File: config.mk
export PLATFORM = sky130hd
export DESIGN_NAME = clk_div_gen
export DESIGN_NICKNAME = d
export VERILOG_FILES = /design/src/rtl/clk_div_gen.sv
export SDC_FILE = /design/constraint.sdc
export NUM_CORES = 1
export LEC_CHECK = 0
export BUFFER_PORTS_ARGS = -buffer_cell sky130_fd_sc_hd__buf_2
export CORE_ASPECT_RATIO = 1.75
export CORE_MARGIN = 2
export CORE_UTILIZATION = 60
export DETAILED_ROUTE_END_ITERATION = 10
export GPL_ROUTABILITY_DRIVEN = 0
export PLACE_DENSITY = 0.82
export SKIP_CTS_REPAIR_TIMING = 1
export SYNTH_ARGS = -nofsm -noshare
export SYNTH_HDL_FRONTEND = slang
export SYNTH_SLANG_ARGS = --single-unit
File: constraint.sdc
create_clock -name clk_i -period 3.6 [get_ports clk_i]
set_input_delay 0.36 -clock clk_i [delete_from_list [all_inputs] [get_ports clk_i]]
set_output_delay 0.36 -clock clk_i [all_outputs]
set_load 0.01 [all_outputs]
File: src/rtl/clk_div_gen.sv
// NCH-channel programmable clock divider / tick generator with glitch-free divisor reload.
// Optional legacy pass-through is enabled by defining CLK_DIV_BYPASS_EN (adds bypass_i).
module clk_div_gen #(
  parameter int NCH     = 2,
  parameter int CNT_W   = 16,
  parameter int DEF_DIV = 50000
) (
  input  logic                 clk_i,
  input  logic                 rst_i,
  input  logic [NCH-1:0]       en_i,
  input  logic [NCH*CNT_W-1:0] div_i,
  input  logic [NCH-1:0]       div_ld_i,
`ifdef CLK_DIV_BYPASS_EN
  input  logic [NCH-1:0]       bypass_i,
`endif
  output logic [NCH-1:0]       clk_div_o,
  output logic [NCH-1:0]       tick_o,
  output logic [NCH-1:0]       pend_o
);

  localparam logic [CNT_W-1:0] DEF_DIV_W = CNT_W'(DEF_DIV);
  localparam logic [CNT_W-1:0] MIN_DIV   = CNT_W'(2);
  localparam logic [CNT_W-1:0] ONE       = CNT_W'(1);

  for (genvar k = 0; k < NCH; k++) begin : g_ch
    logic [CNT_W-1:0] cnt;
    logic [CNT_W-1:0] div_q;
    logic [CNT_W-1:0] pend_val;
    logic [CNT_W-1:0] ld_val;
    logic             pend;
    logic             clk_r;
    logic             tick_r;
    logic             last;
    logic             boundary;

    assign ld_val   = (div_i[k*CNT_W +: CNT_W] < MIN_DIV) ? MIN_DIV : div_i[k*CNT_W +: CNT_W];
    assign last     = (cnt == div_q - ONE);
    // A disabled channel is always at a period boundary, so reloads apply at once.
    assign boundary = !en_i[k] || last;

    always_ff @(posedge clk_i or posedge rst_i) begin
      if (rst_i) begin
        cnt      <= '0;
        div_q    <= DEF_DIV_W;
        pend_val <= DEF_DIV_W;
        pend     <= 1'b0;
        clk_r    <= 1'b0;
        tick_r   <= 1'b0;
      end else begin
        if (en_i[k]) begin
          cnt    <= last ? '0 : cnt + ONE;
          tick_r <= last;
          clk_r  <= (cnt < (div_q >> 1));
        end else begin
          cnt    <= '0;
          tick_r <= 1'b0;
          clk_r  <= 1'b0;
        end

        // Old divisor still governs this edge; the new one starts from cnt=0.
        if (div_ld_i[k]) begin
          if (boundary) begin
            div_q <= ld_val;
            pend  <= 1'b0;
          end else begin
            pend_val <= ld_val;
            pend     <= 1'b1;
          end
        end else if (pend && boundary) begin
          div_q <= pend_val;
          pend  <= 1'b0;
        end
      end
    end

    assign pend_o[k] = pend;
`ifdef CLK_DIV_BYPASS_EN
    assign clk_div_o[k] = bypass_i[k] ? clk_i   : clk_r;
    assign tick_o[k]    = bypass_i[k] ? en_i[k] : tick_r;
`else
    assign clk_div_o[k] = clk_r;
    assign tick_o[k]    = tick_r;
`endif
  end

endmodule

== Yosys cells after proc, flatten, opt, wreduce, memory -nomap -nowiden ==
Cells that the tools add are included.

* Logic and storage cells: 60
* Register bits: 102
* Bits of input ports: 38

* Reduce and logical (&&, ||, !) cells: 12
* $add $sub $neg: 4
* Bitwise gates (word level): 2
* $lt $le $gt $ge: 4
* Mux-type cells: 22
* Eq/ne operators: 4

{| class="wikitable"
|+ Operator list
! cell !! count
|-
| 16-bit two-way mux || 12
|-
| 16-bit by 1-bit adder with 16-bit output, second input constant || 2
|-
| 16-bit equality test || 2
|-
| 16-bit by 15-bit < comparator with 1-bit output || 2
|-
| 16-bit by 2-bit < comparator with 1-bit output, second input constant || 2
|-
| 16-bit by 1-bit subtractor with 16-bit output, second input constant || 2
|-
| 1-bit two-way mux || 10
|-
| 2-bit AND reduction || 4
|-
| 2-bit by 1-bit != test with 1-bit output, second input constant || 2
|-
| 2-bit nonzero test || 2
|-
| 1-bit logical AND || 2
|-
| 1-bit logical NOT || 2
|-
| 1-bit logical OR || 2
|-
| 1-bit NOT || 2
|}

== Depth between registers and ports, before layout ==
* Depth after elaboration: 6
* Depth in mapped cells: 12

== Least setup slack after synthesis ==
OpenSTA, ideal clock, no wires.

* Path type: register to register
* Start: register g_ch[0].div_q[0]
* End: register g_ch[0].pend_val[0]
* Path slack: 0.454 ns
* Required time: 3.475 ns
* Path buffers: 2
* Stages on the path, launching flop included: 12
* Data arrival time: 3.021 ns
* Path through: dfrtp_1 > clkbuf_2 > inv_1 > ha_1 > or3b_2 > nor2_4 > mux2_2 > a221oi_2 > o2111ai_2 > o211ai_2 > buf_6 > mux2_2

* Cells in the longest elaborated chain, start to end: 5

{| class="wikitable"
|+ RTL lines
! element !! line !! source
|-
| start, declared || 27 || <nowiki>logic [CNT_W-1:0] div_q;</nowiki>
|-
| start signal, assigned || 63 || <nowiki>div_q <= ld_val;</nowiki>
|-
| start signal, assigned || 70 || <nowiki>div_q <= pend_val;</nowiki>
|-
| 16-bit by 1-bit subtractor with 16-bit output || 37 || <nowiki>assign last = (cnt == div_q - ONE);</nowiki>
|-
| 16-bit equality test || 37 ||
|-
| 1-bit logical OR || 39 || <nowiki>assign boundary = !en_i[k] || last;</nowiki>
|-
| 1-bit NOT (no source line) || n/a ||
|-
| 2-bit AND reduction (no source line) || n/a ||
|-
| end signal, assigned || 66 || <nowiki>pend_val <= ld_val;</nowiki>
|-
| end, declared || 28 || <nowiki>logic [CNT_W-1:0] pend_val;</nowiki>
|}

Every way passes these cells.
A chain may end at the register's enable or synchronous reset.

== Final worst setup path ==
* Start: register g_ch[0].div_q[0]
* End: register g_ch[0].div_q[1]

* Cells in the longest elaborated chain, start to end: 6
* Elaborated cells on any way between the ends: 7
* Those cells by class: add/sub (1); eq/ne (2); reduce/logical (4)

{| class="wikitable"
|+ RTL lines
! element !! line !! source
|-
| 16-bit by 1-bit subtractor with 16-bit output * || 37 ||
|-
| 16-bit equality test * || 37 ||
|-
| 1-bit logical OR * || 39 ||
|-
| 1-bit logical AND || 69 || <nowiki>end else if (pend && boundary) begin</nowiki>
|-
| 2-bit nonzero test (no source line) || n/a ||
|-
| 2-bit AND reduction (no source line) * || n/a ||
|}

Mark *: on every way between the ends. The rest lies on a longest branch, timed or not.

==> flow_metrics.tcl <==
set metrics [dict create \
    outcome "complete, no violations" \
    synth_most_common_cell "dfrtp_1" \
    wl_per_cell_um 17.8 \
    worst-path-max-fanout 16 \
    slowest_stage "or3_1" \
    ys_types 61 \
    num_rows 51 \
    avgSynthCellArea_um2 9.47 \
    ant_nets 0 \
    die_w_um 83.8 \
    cts_tree "done" \
    cts_buffers 9 \
    maxSlewViolCount 0 \
    initial_utilization_pct 60.9 \
    worst_pin_slew_ns 1.07 \
    grt_antenna_before_repair 0 \
    power_switching_mw 0.988 \
    cp-end-kind "register" \
    final_area_um2 7200 \
    crit_arrival_ns 3.70 \
    wl_um 15300 \
    min_period_ns 3.45 \
    numPortBuffers 43 \
    yosysTopAreaCell "dfrtp_1" \
    synthTopCellsByArea "dfrtp_1 (29%), dfstp_2 (9.4%), ha_1 (6.0%)" \
    grt_overflow_total 0 \
    internal_power_mw 2.09 \
    period_share_pct 96.0 \
    dieHeight_um 144 \
    htree_levels 3 \
    drc_errors 0 \
    max-vdd-ir-drop_mv 0.351 \
    grt_use_total_pct 26.5 \
    fin_ws_ns 0.145 \
    whs_ns 0.0789 \
    dieArea_um2 12000 \
    first_pass_iters 5 \
    setup-tns-final_ns 0 \
    clk_pin_slew_ns 0.07 \
    fmax_mhz 289 \
    critPathLaunchType "register" \
    cts-root-buf "clkbuf_16" \
    rsz0062_at_grt "no" \
    clkLatencyLatePin_ns 0.36 \
    via_per_inst 6.30 \
    ys_seq_area_share_pct 38.6 \
    ioPinCount 44 \
    synthesis.area_um2 6690 \
    ys_ff_latch 102 \
    synth-edff-count 0 \
    grt_max_degree 47 \
    p_per_area_nw_per_um2 427 \
    yosys_warnings 0 \
    p_total_mw 3.07 \
    postPlaceCellArea_um2 6910 \
    syn_inst 706 \
    synth_flop_cell "dfrtp_1" \
    swShare_pct 32.1 \
    combPwrFrac_pct 21.2 \
    critical_path.cell_chain "inv_1, ha_1, or3b_2, nor2_4, mux2_2, a221oi_2, o2111ai_2, or3_1, a32o_1" \
    setup_violations 0 \
    clock_skew_ns 0.0108 \
    synth_fp_nets 776 \
    diodes 0 \
    grt_pass1_wl_um 25800 \
    core_area_um2 11000 \
    relSlewSlack_pct 28.4 \
    worst-setup-path-type "register to register" \
    syn2layout_area_growth_pct 7.67 \
    hold_viol 0 \
    p_leak_nw 3.26 \
    critPathTopFamily "simple AND/OR/NAND/NOR gates" \
    worstPathRequired_ns 3.84 \
    synth.top_cell.area_share_pct 29.2 \
    critPathMaxStageDelay_ns 0.67 \
    dp_slack_ns 0.174 \
    vias 5417 \
    drive_gt1_share_pct 19.6 \
    drv_cap 0 \
    path_buf_inv 1 \
    drtIter0Drc 324 \
    grt_pass1_vias 5639 \
    seqPwrFrac_pct 48.1 \
    hp-class "input port to async pin" \
    nNetsFinal 793 \
    synthTopCellsByCount "dfrtp_1 (78), nor2_1 (76), nand2_1 (47)" \
    cts.path.max_buffers 2 \
    ys_async_sr_fraction_pct 100 \
    pwr-share-clk_pct 30.7 \
    cts_sinks 102 \
    hpwlAfterDp_um 11400 \
]
-- cell type report --
type | count | area, um2
Clock buffer | 10 | 229
Sequential cell | 102 | 2580
Fill cell | 844 | 3770
Multi-Input combinational cell | 516 | 3720
Inverter | 42 | 160
Timing Repair Buffer | 52 | 283
Clock inverter | 6 | 60.1
Tap cell | 132 | 165
-- metrics by stage --
step                      instances  util (%)
after detailed placement        844      62.9
after floorplan                 706         -
final                           860      65.6
after global routing            860      65.6
after global placement          844      62.9
after CTS                       860      65.6
-- power by group through the flow --
stage          clock, mW  combinational (mW)  sequential (mW)
2_1_floorplan          0               0.549             1.40
4_1_cts            0.957               0.652             1.47
3_3_place_gp           0               0.612             1.48
3_5_place_dp           0               0.647             1.49
6_report           0.943               0.652             1.48
5_1_grt             1.00               0.733             1.50
-- sequential cells by signal, indices dropped and copies added (netlist names) --
signal,flops
g_ch.clk_r,2
g_ch.pend_val,32
g_ch.div_q,32
g_ch.tick_r,2
g_ch.cnt,32
g_ch.pend,2
-- layout by cell type, fill, tap and decap left out, types with 4 or more instances in the layout --
master / count
dfrtp_1: 78
nor2_1: 76
nand2_1: 47
buf_2: 43
inv_1: 41
xnor2_1: 34
xor2_1: 34
mux2_2: 34
ha_1: 32
a21oi_1: 28
dfstp_2: 24
nand3_1: 23
and3b_1: 16
o221ai_1: 16
mux2i_1: 15
o21ai_0: 14
nor3_1: 14
a32oi_1: 14
a21o_1: 13
and3_1: 12
nor4_1: 11
nand4_1: 11
clkbuf_16: 9
buf_4: 9
nand2b_1: 7
o211ai_1: 5
a211oi_1: 4
-- cells by family after synthesis --
family / synth area share, %
flip-flops: 38.6
buffers and inverters: 5.89
AO/OA/AOI/OAI: 13.4
adder cells (fa/ha/maj): 6.14
XOR/XNOR: 8.90
AND/OR/NAND/NOR: 19.0
multiplexers: 7.97
-- worst paths after layout --
kind | start | end | slack [ns] | cells past startpoint
worst max-delay path | g_ch[0].div_q[0]$_DFFE_PP0P_ | g_ch[0].div_q[1]$_DFFE_PP0P_ | 0.15 | 9
worst min-delay path | rst_i | g_ch[0].cnt[7]$_DFF_PP0_ | 0.08 | 2
worst max register to register | g_ch[0].div_q[0]$_DFFE_PP0P_ | g_ch[0].div_q[1]$_DFFE_PP0P_ | 0.15 | 9
worst min register to register | g_ch[1].pend_val[7]$_DFFE_PP0P_ | g_ch[1].pend_val[7]$_DFFE_PP0P_ | 0.51 | 1
max in group asynchronous | rst_i | g_ch[1].div_q[9]$_DFFE_PP1P_ | 2.64 | 3
min in group clk_i | div_i[10] | g_ch[0].pend_val[10]$_DFFE_PP0P_ | 0.26 | 2
-- layer usage --
metal  vias up  global-route usage, %  wire (um)
met5         -                      0          0
met4         0                   13.9        626
met3        59                   4.37        589
met2       176                   50.6       8780
met1      2639                   27.3       5290
li1       2543                      -          -
Note: power is estimated with default switching activity, not from simulation.
